$ cat config.mk
export PLATFORM = sky130hd
export DESIGN_NAME = video_dc_restore_flat
export DESIGN_NICKNAME = d
export VERILOG_FILES = /design/src/rtl/video_dc_restore_if.sv /design/src/rtl/video_dc_restore.sv /design/src/flat_wrapper.sv
export SDC_FILE = /design/constraint.sdc
export NUM_CORES = 1
export LEC_CHECK = 0
export BUFFER_PORTS_ARGS = -buffer_cell sky130_fd_sc_hd__buf_4
export CAP_MARGIN = 30
export CORE_UTILIZATION = 60
export DETAILED_ROUTE_END_ITERATION = 6
export GPL_ROUTABILITY_DRIVEN = 0
export GPL_TIMING_DRIVEN = 0
export PLACE_DENSITY = 0.88
export SYNTH_ARGS = -nofsm -noshare
export SYNTH_HDL_FRONTEND = slang
export SYNTH_SLANG_ARGS = --single-unit
$ cat constraint.sdc
create_clock -name clk -period 7.14 [get_ports clk]
set_input_delay 0.714 -clock clk [delete_from_list [all_inputs] [get_ports clk]]
set_output_delay 0.714 -clock clk [all_outputs]
set_load 0.03 [all_outputs]
$ cat src/rtl/video_dc_restore_if.sv
// rtl/video_dc_restore_if.sv - raw ADC sample stream in, clamped stream and clamp status out
interface video_dc_restore_if;
    logic        sample_valid;
    logic [11:0] adc_data;
    logic        adc_otr;
    logic [11:0] data_out;
    logic        data_valid;
    logic [11:0] blank_level;
    logic [11:0] tip_level;
    logic [11:0] sync_amp;
    logic        clamp_locked;
    logic        hsync_seen;

    modport master (
        output sample_valid, adc_data, adc_otr,
        input  data_out, data_valid, blank_level, tip_level, sync_amp, clamp_locked, hsync_seen
    );

    modport slave (
        input  sample_valid, adc_data, adc_otr,
        output data_out, data_valid, blank_level, tip_level, sync_amp, clamp_locked, hsync_seen
    );
endinterface

$ cat src/rtl/video_dc_restore.sv
// rtl/video_dc_restore.sv - black-level clamp: finds h-sync tips, averages the back porch,
// and offsets every sample so the filtered blanking level lands on BLANK_TARGET.
module video_dc_restore #(
    parameter logic [11:0] SYNC_LEVEL   = 12'd1024,
    parameter int          MIN_SYNC     = 100,
    parameter int          MAX_SYNC     = 400,
    parameter int          TIP_LEN_LOG2 = 6,
    parameter int          BP_DELAY     = 20,
    parameter int          BP_LEN_LOG2  = 6,
    parameter int          IIR_SHIFT    = 2,
    parameter logic [11:0] BLANK_TARGET = 12'd1200,
    parameter int          LOCK_LINES   = 8,
    parameter int          LINE_TIMEOUT = 4095
) (
    input  logic              clk,
    input  logic              rst_n,
    video_dc_restore_if.slave vif
);
    localparam int LEN_LOG2 = (TIP_LEN_LOG2 > BP_LEN_LOG2) ? TIP_LEN_LOG2 : BP_LEN_LOG2;
    localparam int ACC_W    = 12 + LEN_LOG2;
    localparam int CNT_W    = LEN_LOG2 + 1;
    localparam int RUN_W    = $clog2(MAX_SYNC + 2);
    localparam int WAIT_W   = $clog2(BP_DELAY + 1);
    localparam int LOCK_W   = $clog2(LOCK_LINES + 1);
    localparam int TMO_W    = $clog2(LINE_TIMEOUT + 1);

    localparam logic [RUN_W-1:0]  RUN_MIN   = RUN_W'(MIN_SYNC);
    localparam logic [RUN_W-1:0]  RUN_MAX   = RUN_W'(MAX_SYNC);
    localparam logic [CNT_W-1:0]  TIP_N     = CNT_W'(2 ** TIP_LEN_LOG2);
    localparam logic [CNT_W-1:0]  BP_LAST   = CNT_W'(2 ** BP_LEN_LOG2 - 1);
    localparam logic [WAIT_W-1:0] WAIT_LAST = WAIT_W'(BP_DELAY - 1);
    localparam logic [LOCK_W-1:0] LOCK_MAX  = LOCK_W'(LOCK_LINES);
    localparam logic [TMO_W-1:0]  TMO_MAX   = TMO_W'(LINE_TIMEOUT);

    typedef enum logic [1:0] {SEEK, TIP, WAIT, PORCH} state_t;

    state_t             state_q, state_d;
    logic [RUN_W-1:0]   run_q, run_d;
    logic [CNT_W-1:0]   cnt_q, cnt_d;
    logic [ACC_W-1:0]   acc_q, acc_d;
    logic [WAIT_W-1:0]  wait_q, wait_d;
    logic [LOCK_W-1:0]  lock_q, lock_d;
    logic [TMO_W-1:0]   tmo_q, tmo_d;
    logic [11:0]        tip_q, tip_d;
    logic [11:0]        blank_q, blank_d;
    logic [11:0]        amp_q, amp_d;
    logic [11:0]        dout_q, dout_d;
    logic               dv_q, dv_d;
    logic               hs_q, hs_d;

    logic               below;
    logic [ACC_W-1:0]   acc_sum;
    logic [11:0]        avg;
    logic signed [13:0] pix, diff, new_blank, amp_diff;

    always_ff @(posedge clk or negedge rst_n) begin
        if (!rst_n) begin
            state_q <= SEEK;
            run_q   <= '0;
            cnt_q   <= '0;
            acc_q   <= '0;
            wait_q  <= '0;
            lock_q  <= '0;
            tmo_q   <= '0;
            tip_q   <= '0;
            blank_q <= BLANK_TARGET;
            amp_q   <= '0;
            dout_q  <= '0;
            dv_q    <= 1'b0;
            hs_q    <= 1'b0;
        end else begin
            state_q <= state_d;
            run_q   <= run_d;
            cnt_q   <= cnt_d;
            acc_q   <= acc_d;
            wait_q  <= wait_d;
            lock_q  <= lock_d;
            tmo_q   <= tmo_d;
            tip_q   <= tip_d;
            blank_q <= blank_d;
            amp_q   <= amp_d;
            dout_q  <= dout_d;
            dv_q    <= dv_d;
            hs_q    <= hs_d;
        end
    end

    always_comb begin
        state_d = state_q;
        run_d   = run_q;
        cnt_d   = cnt_q;
        acc_d   = acc_q;
        wait_d  = wait_q;
        lock_d  = lock_q;
        tmo_d   = tmo_q;
        tip_d   = tip_q;
        blank_d = blank_q;
        amp_d   = amp_q;
        dout_d  = dout_q;
        dv_d    = vif.sample_valid;
        hs_d    = 1'b0;

        below     = vif.adc_data < SYNC_LEVEL;
        acc_sum   = acc_q + ACC_W'(vif.adc_data);
        pix       = $signed({2'b00, vif.adc_data}) - $signed({2'b00, blank_q})
                    + $signed({2'b00, BLANK_TARGET});
        avg       = 12'(acc_sum >> BP_LEN_LOG2);
        diff      = $signed({2'b00, avg}) - $signed({2'b00, blank_q});
        new_blank = $signed({2'b00, blank_q}) + (diff >>> IIR_SHIFT);
        amp_diff  = new_blank - $signed({2'b00, tip_q});

        if (vif.sample_valid) begin
            if (pix < 0)
                dout_d = 12'd0;
            else if (pix > 14'sd4095)
                dout_d = 12'd4095;
            else
                dout_d = 12'(pix);

            case (state_q)
                SEEK: begin
                    if (below) begin
                        state_d = TIP;
                        run_d   = RUN_W'(1);
                        acc_d   = ACC_W'(vif.adc_data);
                        cnt_d   = CNT_W'(1);
                    end
                end
                TIP: begin
                    if (below) begin
                        if (run_q <= RUN_MAX)
                            run_d = run_q + 1'b1;
                        if (cnt_q < TIP_N) begin
                            acc_d = acc_sum;
                            cnt_d = cnt_q + 1'b1;
                        end
                    end else if (run_q < RUN_MIN || run_q > RUN_MAX) begin
                        state_d = SEEK;
                    end else begin
                        hs_d    = 1'b1;
                        state_d = WAIT;
                        wait_d  = '0;
                        acc_d   = '0;
                        cnt_d   = '0;
                        if (cnt_q == TIP_N)
                            tip_d = 12'(acc_q >> TIP_LEN_LOG2);
                    end
                end
                WAIT: begin
                    if (wait_q == WAIT_LAST)
                        state_d = PORCH;
                    else
                        wait_d = wait_q + 1'b1;
                end
                PORCH: begin
                    // Sync-level or over-range samples mean the porch is corrupt; drop the line.
                    if (vif.adc_otr || below) begin
                        lock_d  = '0;
                        state_d = SEEK;
                    end else if (cnt_q == BP_LAST) begin
                        blank_d = 12'(new_blank);
                        amp_d   = amp_diff[13] ? 12'd0 : 12'(amp_diff);
                        if (lock_q != LOCK_MAX)
                            lock_d = lock_q + 1'b1;
                        state_d = SEEK;
                    end else begin
                        acc_d = acc_sum;
                        cnt_d = cnt_q + 1'b1;
                    end
                end
                default: state_d = SEEK;
            endcase

            // A tip end in the same sample as the timeout keeps the line alive.
            if (hs_d) begin
                tmo_d = '0;
            end else if (tmo_q != TMO_MAX) begin
                tmo_d = tmo_q + 1'b1;
                if (tmo_q == TMO_MAX - 1'b1) begin
                    lock_d  = '0;
                    state_d = SEEK;
                end
            end
        end
    end

    assign vif.data_out     = dout_q;
    assign vif.data_valid   = dv_q;
    assign vif.blank_level  = blank_q;
    assign vif.tip_level    = tip_q;
    assign vif.sync_amp     = amp_q;
    assign vif.clamp_locked = (lock_q == LOCK_MAX);
    assign vif.hsync_seen   = hs_q;
endmodule

$ cat src/flat_wrapper.sv
// flat-port wrapper written by rule: the top's interface ports become plain ports
module video_dc_restore_flat 
#(
    parameter logic [11:0] SYNC_LEVEL   = 12'd1024,
    parameter int          MIN_SYNC     = 100,
    parameter int          MAX_SYNC     = 400,
    parameter int          TIP_LEN_LOG2 = 6,
    parameter int          BP_DELAY     = 20,
    parameter int          BP_LEN_LOG2  = 6,
    parameter int          IIR_SHIFT    = 2,
    parameter logic [11:0] BLANK_TARGET = 12'd1200,
    parameter int          LOCK_LINES   = 8,
    parameter int          LINE_TIMEOUT = 4095
)
  (clk, rst_n, vif_sample_valid, vif_adc_data, vif_adc_otr, vif_data_out, vif_data_valid, vif_blank_level, vif_tip_level, vif_sync_amp, vif_clamp_locked, vif_hsync_seen);
  video_dc_restore_if vif_i ();
  input  logic clk;
  input  logic rst_n;
  input wire logic [$bits(vif_i.sample_valid)-1:0] vif_sample_valid;
  input wire logic [$bits(vif_i.adc_data)-1:0] vif_adc_data;
  input wire logic [$bits(vif_i.adc_otr)-1:0] vif_adc_otr;
  output wire logic [$bits(vif_i.data_out)-1:0] vif_data_out;
  output wire logic [$bits(vif_i.data_valid)-1:0] vif_data_valid;
  output wire logic [$bits(vif_i.blank_level)-1:0] vif_blank_level;
  output wire logic [$bits(vif_i.tip_level)-1:0] vif_tip_level;
  output wire logic [$bits(vif_i.sync_amp)-1:0] vif_sync_amp;
  output wire logic [$bits(vif_i.clamp_locked)-1:0] vif_clamp_locked;
  output wire logic [$bits(vif_i.hsync_seen)-1:0] vif_hsync_seen;
  assign vif_i.sample_valid = vif_sample_valid;
  assign vif_i.adc_data = vif_adc_data;
  assign vif_i.adc_otr = vif_adc_otr;
  assign vif_data_out = vif_i.data_out;
  assign vif_data_valid = vif_i.data_valid;
  assign vif_blank_level = vif_i.blank_level;
  assign vif_tip_level = vif_i.tip_level;
  assign vif_sync_amp = vif_i.sync_amp;
  assign vif_clamp_locked = vif_i.clamp_locked;
  assign vif_hsync_seen = vif_i.hsync_seen;
  video_dc_restore #(.SYNC_LEVEL(SYNC_LEVEL), .MIN_SYNC(MIN_SYNC), .MAX_SYNC(MAX_SYNC), .TIP_LEN_LOG2(TIP_LEN_LOG2), .BP_DELAY(BP_DELAY), .BP_LEN_LOG2(BP_LEN_LOG2), .IIR_SHIFT(IIR_SHIFT), .BLANK_TARGET(BLANK_TARGET), .LOCK_LINES(LOCK_LINES), .LINE_TIMEOUT(LINE_TIMEOUT)) u_core (.clk(clk), .rst_n(rst_n), .vif(vif_i));
endmodule
==> results.txt, run 1 <==
----------------------------------------------------
[Outcome]
  Status ... finished, final reports clean

[Worst setup path]
  CP Class ... input pin to flop
  Arr. time, crit path ... ~7.3 ns
  Top cell family by delay on the critical path ... compound AO/OA/AOI/OAI gates
  Worst stage delay on the critical path ... 0.50 ns
  Buf+Inv Stages, Crit Path ... 2
  Worst-path maximum fanout ... 9
  CP Launch Type ... input pin
  Launching instance or port of the critical path ... vif_adc_data[0]
  Slowest CP cell ... sky130_fd_sc_hd__or4_4
  Reg2reg start ... u_core.acc_q[1]
  Data required, critical path ... between 7 and 8 ns
  Endpoint class of the critical path ... flop

[Drt]
  Post-route antenna net violation count ... 0
  Drc violations ... 0
  Total number of vias ... approximately 7400
  First-pass detailed-route iteration total ... 5
  Number of vias per cell after detailed routing ... 6.21
  Routed wire per std cell ... 17.5 um
  Detailed Route WL ... between 20 and 25 mm
  Drt first-iter violations ... approximately 750

[Floorplanning]
  Die boundary width ... between 100 and 150 um
  Starting Density ... 0.622
  Standard cell core area ... between 0.01 and 0.015 mm^2
  DIE HEIGHT ... approximately 120 um
  Die outline area ... around 0.014 mm^2
  I/O pin count ... 67
  Site row count ... between 40 and 50

[Place]
  Quantity of I/O buffers inserted on ports ... 66
  Placed wire-length estimate ... between 10 and 15 mm
  Placed cell count ... approximately 1200
  Pre-CTS setup slack ... -0.717 ns

[STA]
  Total count of max-transition violations in the final report ... 0
  Setup-violating endpoint count in the final report ... 0
  Slew of the pin with the lowest slew margin ... 0.878 ns
  Slew HR ... 0.415
  Final period demand of the worst path ... roughly 7 ns
  Crit path setup slack, layout ... around 0.12 ns
  Highest clock rate ... around 0.14 GHz
  Worst clock skew ... between 0.008 and 0.009 ns
  Setup TNS ... 0 ns
  Fin. Hold Viols ... 0
  Period utilisation layout ... 0.983

[Logic synthesis]
  Post-synth EDFFs ... 0
  Multiplexer area fraction after synthesis ... 0.00551
  Cell area after technology mapping ... 0.00795 mm^2
  Share of the yosys chip area belonging to registers ... 0.338
  Simple-Gate Fraction of Synth Area ... 0.193
  Share of flip-flops with an asynchronous set or reset ... 1.00
  Total nets after synthesis ... about 1000
  YS warnings ... 0
  Synthesized instance count ... 923
  Count of distinct cell types in the synthesized netlist ... 79
  Fraction of the mapped netlist area in adder cells ... 0.120
  Share of the synthesized netlist area taken by xor and xnor gates ... 0.0768
  Prevailing post-synth register cell ... sky130_fd_sc_hd__dfrtp_1
  Mean cell area of the mapped netlist ... roughly 8.6 um^2
  Post-synthesis compound-gate area fraction ... 0.227
  Flops & latches, synth ... ~110
  Combinational family with the most area after synthesis ... compound AO/OA/AOI/OAI gates

[Min path]
  Classification of the worst-slack hold path ... input pin to async pin

[Clocking]
  Clock tree from TritonCTS ... built
  Clock transition at the register clock pins on the worst setup and hold paths after CTS ... around 0.07 ns
  H-tree lvl count ... 3
  Insertion delay of the later-clocked pin in the worst-skew pair ... 0.36 ns
  Number of buffers on the longest clock path ... 2
  Count of hold-fix buffers inserted at cts ... 0
  Number of buffers created by CTS ... 9
  Sinks on the clock net ... 107
  Root Driver ... sky130_fd_sc_hd__clkbuf_16

[Pwr]
  Leakage power summed over all cells ... roughly 4.2 nW
  Power density over the cells ... roughly 230 mW/mm^2
  Maximum VDD drop ... 0.179 mV
  Overall power of the completed layout ... 0.00213 W

[Finish]
  Non-filler cells, final ... roughly 1200
  Layout area overhead ... 15.7%
  Share of layout cells above drive strength 1 ... 0.147
  Area occupied by multi-input gates ... about 0.0051 mm^2
  Number of fill cells ... between 900 and 1000
  Antenna diode count ... 0
  Final standard cell utilization of the core ... 0.720
  Register Area ... around 0.0027 mm^2
  Final nets ... about 1100

[Global route]
  Maximum number of pins on one net before global-route repair ... around 70
  Total grt overflow ... 0
  Number of antenna violations at the first check in global routing ... 0
  GRT Util Overall ... 0.310
  Wire length of the first global-routing pass ... 32.6 mm
  Number of global-route vias before repair ... ~6700

[Flow run]
  # Max-Cap Violations ... 0

----------------------------------------------------
## layout by cell type (no fill, tap or decap), drive strengths merged, types with 4 or more instances in the layout
cell type / n
a2111oi: 10
a211oi: 7
a21o: 15
a21oi: 45
a22oi: 11
a31oi: 7
and3: 10
buf: 84
clkbuf: 33
dfrtp: 103
dfstp: 4
fa: 4
ha: 70
inv: 54
nand2: 117
nand2b: 9
nand3: 34
nand4: 9
nor2: 70
nor2b: 9
nor3: 31
o2111ai: 6
o211ai: 10
o21a: 9
o21ai: 86
o21bai: 4
o221ai: 4
o31ai: 19
or3: 13
or4: 6
xnor2: 36
xor2: 32
## layer usage
metal,vias to the layer above,share of wire,track usage
li1,3530,-,-
met1,3486,0.42,0.412
met2,316,0.47,0.505
met3,62,0.078,0.0664
met4,0,0.032,0.105
met5,-,0,0
## cells in the mapped netlist, types with 10 or more instances
cell type	count	area share
sky130_fd_sc_hd__clkbuf_1	19	0.0090
sky130_fd_sc_hd__and3_1	10	0.0079
sky130_fd_sc_hd__nand2_1	117	0.055
sky130_fd_sc_hd__or3_1	13	0.010
sky130_fd_sc_hd__nor2_1	70	0.033
sky130_fd_sc_hd__inv_1	53	0.025
sky130_fd_sc_hd__o21ai_0	80	0.050
sky130_fd_sc_hd__a22oi_1	11	0.010
sky130_fd_sc_hd__ha_1	70	0.11
sky130_fd_sc_hd__xor2_1	32	0.035
sky130_fd_sc_hd__o31ai_1	18	0.017
sky130_fd_sc_hd__a21o_1	12	0.011
sky130_fd_sc_hd__xnor2_1	34	0.037
sky130_fd_sc_hd__a21oi_1	43	0.027
sky130_fd_sc_hd__nand3_1	34	0.021
sky130_fd_sc_hd__dfrtp_1	103	0.32
sky130_fd_sc_hd__nor3_1	30	0.019
## power breakdown
part           internal [W]  switching [W]  total (W)
combinational      0.000369       0.000540   0.000909
sequential         0.000650      0.0000432   0.000693
clock              0.000293       0.000231   0.000523
## final timing paths
path / end / slack, ns / cells after the start
max: u_core.vif.sync_amp[4] / 0.12 / 29
min: u_core.vif.sync_amp[10] / 0.32 / 1
max reg2reg: u_core.vif.sync_amp[4] / 0.23 / 29
min reg2reg: u_core.vif.sync_amp[3] / 0.48 / 2
max in group asynchronous: u_core.vif.data_out[9] / 6.10 / 2
min in group clk: u_core.vif.sync_amp[3] / 0.48 / 2
## through the flow
stage          hold WS [ns]  instance area [um^2]
2_1_floorplan         0.418                  7950
3_3_place_gp          0.464                  8660
3_5_place_dp          0.467                  8690
4_1_cts               0.342                  9030
5_1_grt               0.359                  9200
6_report              0.324                  9200
## flip-flops by register name (all words and copies together), names as in the netlist
name and count:
u_core.acc_q 18, u_core.tmo_q 12, u_core.vif.blank_level 12, u_core.vif.data_out 12, u_core.vif.sync_amp 12, u_core.vif.tip_level 12
u_core.run_q 9, u_core.cnt_q 7, u_core.wait_q 5, u_core.lock_q 4, u_core.state_q 2, u_core.vif.data_valid 1
u_core.vif.hsync_seen 1
## cell families after synthesis
| family | Yosys count |
|---|---|
| flip-flops | 107 |
| adder cells (fa/ha/maj) | 74 |
| AND/OR/NAND/NOR | 325 |
| AO/OA/AOI/OAI | 265 |
| XOR/XNOR | 68 |
| multiplexers | 4 |
| buffers and inverters | 80 |
## area by class of cell
type,count,share of cell area
repair buffers,78,0.0659
well taps,172,0.0234
clock inverters,3,0.00503
clock buffers,13,0.0283
plain buffers,26,0.0120
inverters,54,0.0220
flip-flops and latches,107,0.292
multi-input cells,737,0.552
## timing repair
item | 4_1_cts | 5_1_grt
buffers inserted | 1 | 10
hold endpoints to repair | 0 | 0
pin swaps | 2 | 13
cloned | 0 | 1
setup endpoints to repair | 12 | 12
resized for setup | 6 | 19
No activity file was read; power rests on OpenSTA's default activity.
==> run 2: changes to the inputs <==
--- a/config.mk
+++ b/config.mk
@@ -7,7 +7,9 @@
 export LEC_CHECK = 0
 export BUFFER_PORTS_ARGS = -buffer_cell sky130_fd_sc_hd__buf_4
 export CAP_MARGIN = 30
+export CORE_ASPECT_RATIO = 0.5
 export CORE_UTILIZATION = 60
+export CTS_CLUSTER_DIAMETER = 120
 export DETAILED_ROUTE_END_ITERATION = 6
 export GPL_ROUTABILITY_DRIVEN = 0
 export GPL_TIMING_DRIVEN = 0
==> results.txt, run 2 (synthesis gave the netlist of run 1 again) <==
----------------------------------------------------
[Outcome]
  Status ... finished, final reports clean

[Floorplanning]
  Standard cell core area ... 0.0128 mm^2 (+0.27%)
  I/O pin count ... 67 (unchanged)
  Die outline area ... 0.0137 mm^2 (+0.20%)
  Die boundary width ... 165 um (+41%)
  DIE HEIGHT ... 83.4 um (-29%)
  Site row count ... 29 (-29%)
  Starting Density ... 0.620 (-0.00170)

[Pwr]
  Power density over the cells ... 227 mW/mm^2 (-2.0%)
  Internal power component ... 0.00128 W (-2.2%)
  Switching power summed over all nets ... 0.000776 W (-4.7%)
  Maximum VDD drop ... 0.191 mV (+6.2%)
  Overall power of the completed layout ... 0.00206 W (-3.2%)
  Leakage power summed over all cells ... 4.20 nW (-0.75%)
  Proportion of total power due to net switching ... 0.377 (-0.00608)
  Combinational Power Share ... 0.404 (-0.024)
  Clock network fraction of total power ... 0.258 (+0.012)
  Share of power burned in registers ... 0.337 (+0.011)

[Worst setup path]
  Cell repeated most along the worst path ... sky130_fd_sc_hd__ha_1
  Depth of the worst register-to-register path ... 29 (unchanged)
  Worst-path maximum fanout ... 9 (unchanged)
  Endpoint class of the critical path ... flop
  Worst stage delay on the critical path ... 0.50 ns (about the same)
  CP Launch Type ... input pin
  FF-to-FF End ... u_core.vif.sync_amp[3]
  Register-to-Register Setup Slack ... 0.24 ns (about the same)
  Data required, critical path ... 7.40 ns (about the same)
  CP Class ... input pin to flop
  Reg2reg start ... u_core.acc_q[1]
  Slowest CP cell ... sky130_fd_sc_hd__o41ai_2
  Arr. time, crit path ... 7.24 ns (-0.04 ns)

[Finish]
  Non-filler cells, final ... 1181 (-0.76%)
  Final nets ... 1096 (-0.63%)
  Antenna diode count ... 0 (unchanged)
  Largest register FFs ... 18 (unchanged)
  Leading cell type in the layout, fill and taps excluded ... sky130_fd_sc_hd__nand2_1
  Layout area overhead ... 14.3%
  Share of layout cells above drive strength 1 ... 0.135 (-0.0128)
  Biggest register ... u_core.acc_q
  Highest-count cells in the layout ignoring fill and taps ... 117 x sky130_fd_sc_hd__nand2_1, 103 x sky130_fd_sc_hd__dfrtp_1, 77 x sky130_fd_sc_hd__o21ai_0
  Number of fill cells ... 963 (+1.9%)

[Min path]
  Classification of the worst-slack hold path ... input pin to async pin

[Clocking]
  Number of buffers created by CTS ... 9 (unchanged)
  Root Driver ... sky130_fd_sc_hd__clkbuf_16
  Clock tree from TritonCTS ... built
  Clock transition at the register clock pins on the worst setup and hold paths after CTS ... 0.08 ns (about the same)
  Sinks on the clock net ... 107 (unchanged)
  Number of buffers on the longest clock path ... 2 (unchanged)
  H-tree lvl count ... 3 (unchanged)
  Insertion delay of the later-clocked pin in the worst-skew pair ... 0.36 ns (about the same)
  Count of hold-fix buffers inserted at cts ... 0 (unchanged)

[Global route]
  Met1 layer usage reported by global route ... 0.418 (+0.00657)
  Maximum number of pins on one net before global-route repair ... 57 (-21%)
  Total grt overflow ... 0 (unchanged)
  Number of global-route vias before repair ... 7085 (+6.0%)
  GRT Util Overall ... 0.310 (about the same)
  Met3 track demand over resource ... 0.0589 (-0.00749)
  Global route hottest layer ... met2
  Wire length of the first global-routing pass ... 33.9 mm (+4.1%)
  Number of antenna violations at the first check in global routing ... 0 (unchanged)
  Met2 Usage GRT ... 0.499 (-0.00608)

[Place]
  Pre-CTS setup slack ... -0.536 ns (+0.181 ns)
  Placed wire-length estimate ... 15.1 mm (+1.3%)
  Quantity of I/O buffers inserted on ports ... 66 (unchanged)
  Placed cell count ... 1160 (-0.17%)

[STA]
  Worst clock skew ... 0.00956 ns (+0.00145 ns)
  Slew of the pin with the lowest slew margin ... 1.06 ns (+0.177 ns)
  Crit path setup slack, layout ... 0.159 ns (+0.0410 ns)
  Period utilisation layout ... 0.978 (-0.00575)
  Highest clock rate ... 0.143 GHz (+0.59%)
  Setup-violating endpoint count in the final report ... 0 (unchanged)
  Total count of max-transition violations in the final report ... 0 (unchanged)
  Final period demand of the worst path ... 6.98 ns (-0.0410 ns)
  Fin. Hold Viols ... 0 (unchanged)
  Slew HR ... 0.291 (-0.124)
  Worst slack on hold paths ... 0.406 ns (+0.0826 ns)

[Drt]
  Routed wire per std cell ... 17.5 um (about the same)
  Total number of vias ... 7493 (+1.3%)
  Drt first-iter violations ... 699 (-7.3%)
  Drc violations ... 0 (unchanged)
  Detailed Route WL ... 20.7 mm (-0.68%)
  Number of vias per cell after detailed routing ... 6.34 (+2.1%)
  First-pass detailed-route iteration total ... 7 (+2)
  Post-route antenna net violation count ... 0 (unchanged)

[Flow run]
  # Max-Cap Violations ... 0 (unchanged)

----------------------------------------------------
[run 2: cell types whose count changed in the layout (fill, tap and decap cells not counted), sizes merged]
cell    previous run  this run
clkbuf            33        29
buf               84        78
inv               54        58
a21oi             45        44
[run 2: worst max-delay path by stage]
stage / depth (start not counted) / to / from
3_3_place_gp: 29 / u_core.vif.sync_amp[1] / vif_adc_data[1]
2_1_floorplan: 28 / u_core.vif.sync_amp[10] / vif_adc_data[0]
6_report: 30 / u_core.vif.sync_amp[3] / vif_adc_data[1]
4_1_cts: 29 / u_core.vif.sync_amp[3] / vif_adc_data[0]
5_1_grt: 30 / u_core.vif.sync_amp[3] / vif_adc_data[1]
3_5_place_dp: 30 / u_core.vif.sync_amp[3] / vif_adc_data[1]
[run 2: area by class of cell]
type	instances	area (um^2)	share of cell area
Multi-Input combinational cell	736	5010	0.551
Clock inverter	7	80.1	0.00882
Buffer	26	110	0.0121
Clock buffer	9	225	0.0248
Tap cell	170	213	0.0234
Inverter	54	203	0.0223
Timing Repair Buffer	72	561	0.0617
Sequential cell	107	2680	0.295
[run 2: repair_timing]
item                       in CTS  in global routing
pin swaps                       2                  5
resized for setup               2                 11
setup endpoints to repair      11                 12
buffers inserted                2                  3
[run 2: stage by stage]
| step | area (um^2) | utilization | TNS [ns] |
|---|---|---|---|
| after global placement | 8660 | 0.676 | -2.80 |
| final | 9080 | 0.709 | 0 |
| after CTS | 9010 | 0.704 | 0 |
| after detailed placement | 8680 | 0.678 | -5.15 |
| after global routing | 9080 | 0.709 | -0.344 |
| after floorplan | 7950 | - | 0 |
[run 2: worst max-delay path, delay by kind of cell]
family                     cells  cell delay, ns
AOI/OAI and AO/OA             15            3.09
and+or+nand+nor                6            1.42
xor gates and xnor gates       3            0.40
buffers and inverters          2            0.27
adders and majority gates      4            1.34
[run 2: layer usage]
| layer | share of wire | up-vias | wire, um |
|---|---|---|---|
| li1 | - | 3517 | - |
| met2 | 0.46 | 320 | 9570 |
| met1 | 0.43 | 3592 | 8990 |
| met5 | 0 | - | 0 |
| met4 | 0.025 | 0 | 511 |
| met3 | 0.077 | 64 | 1600 |
[run 2: power by group through the flow]
stage | sequential, W | clock [W] | combinational (W)
finish | 0.000694 | 0.000532 | 0.000832
detailed placement | 0.000703 | 0 | 0.000793
global placement | 0.000700 | 0 | 0.000764
floorplan | 0.000715 | 0 | 0.000602
CTS | 0.000692 | 0.000531 | 0.000806
global route | 0.000698 | 0.000553 | 0.000916
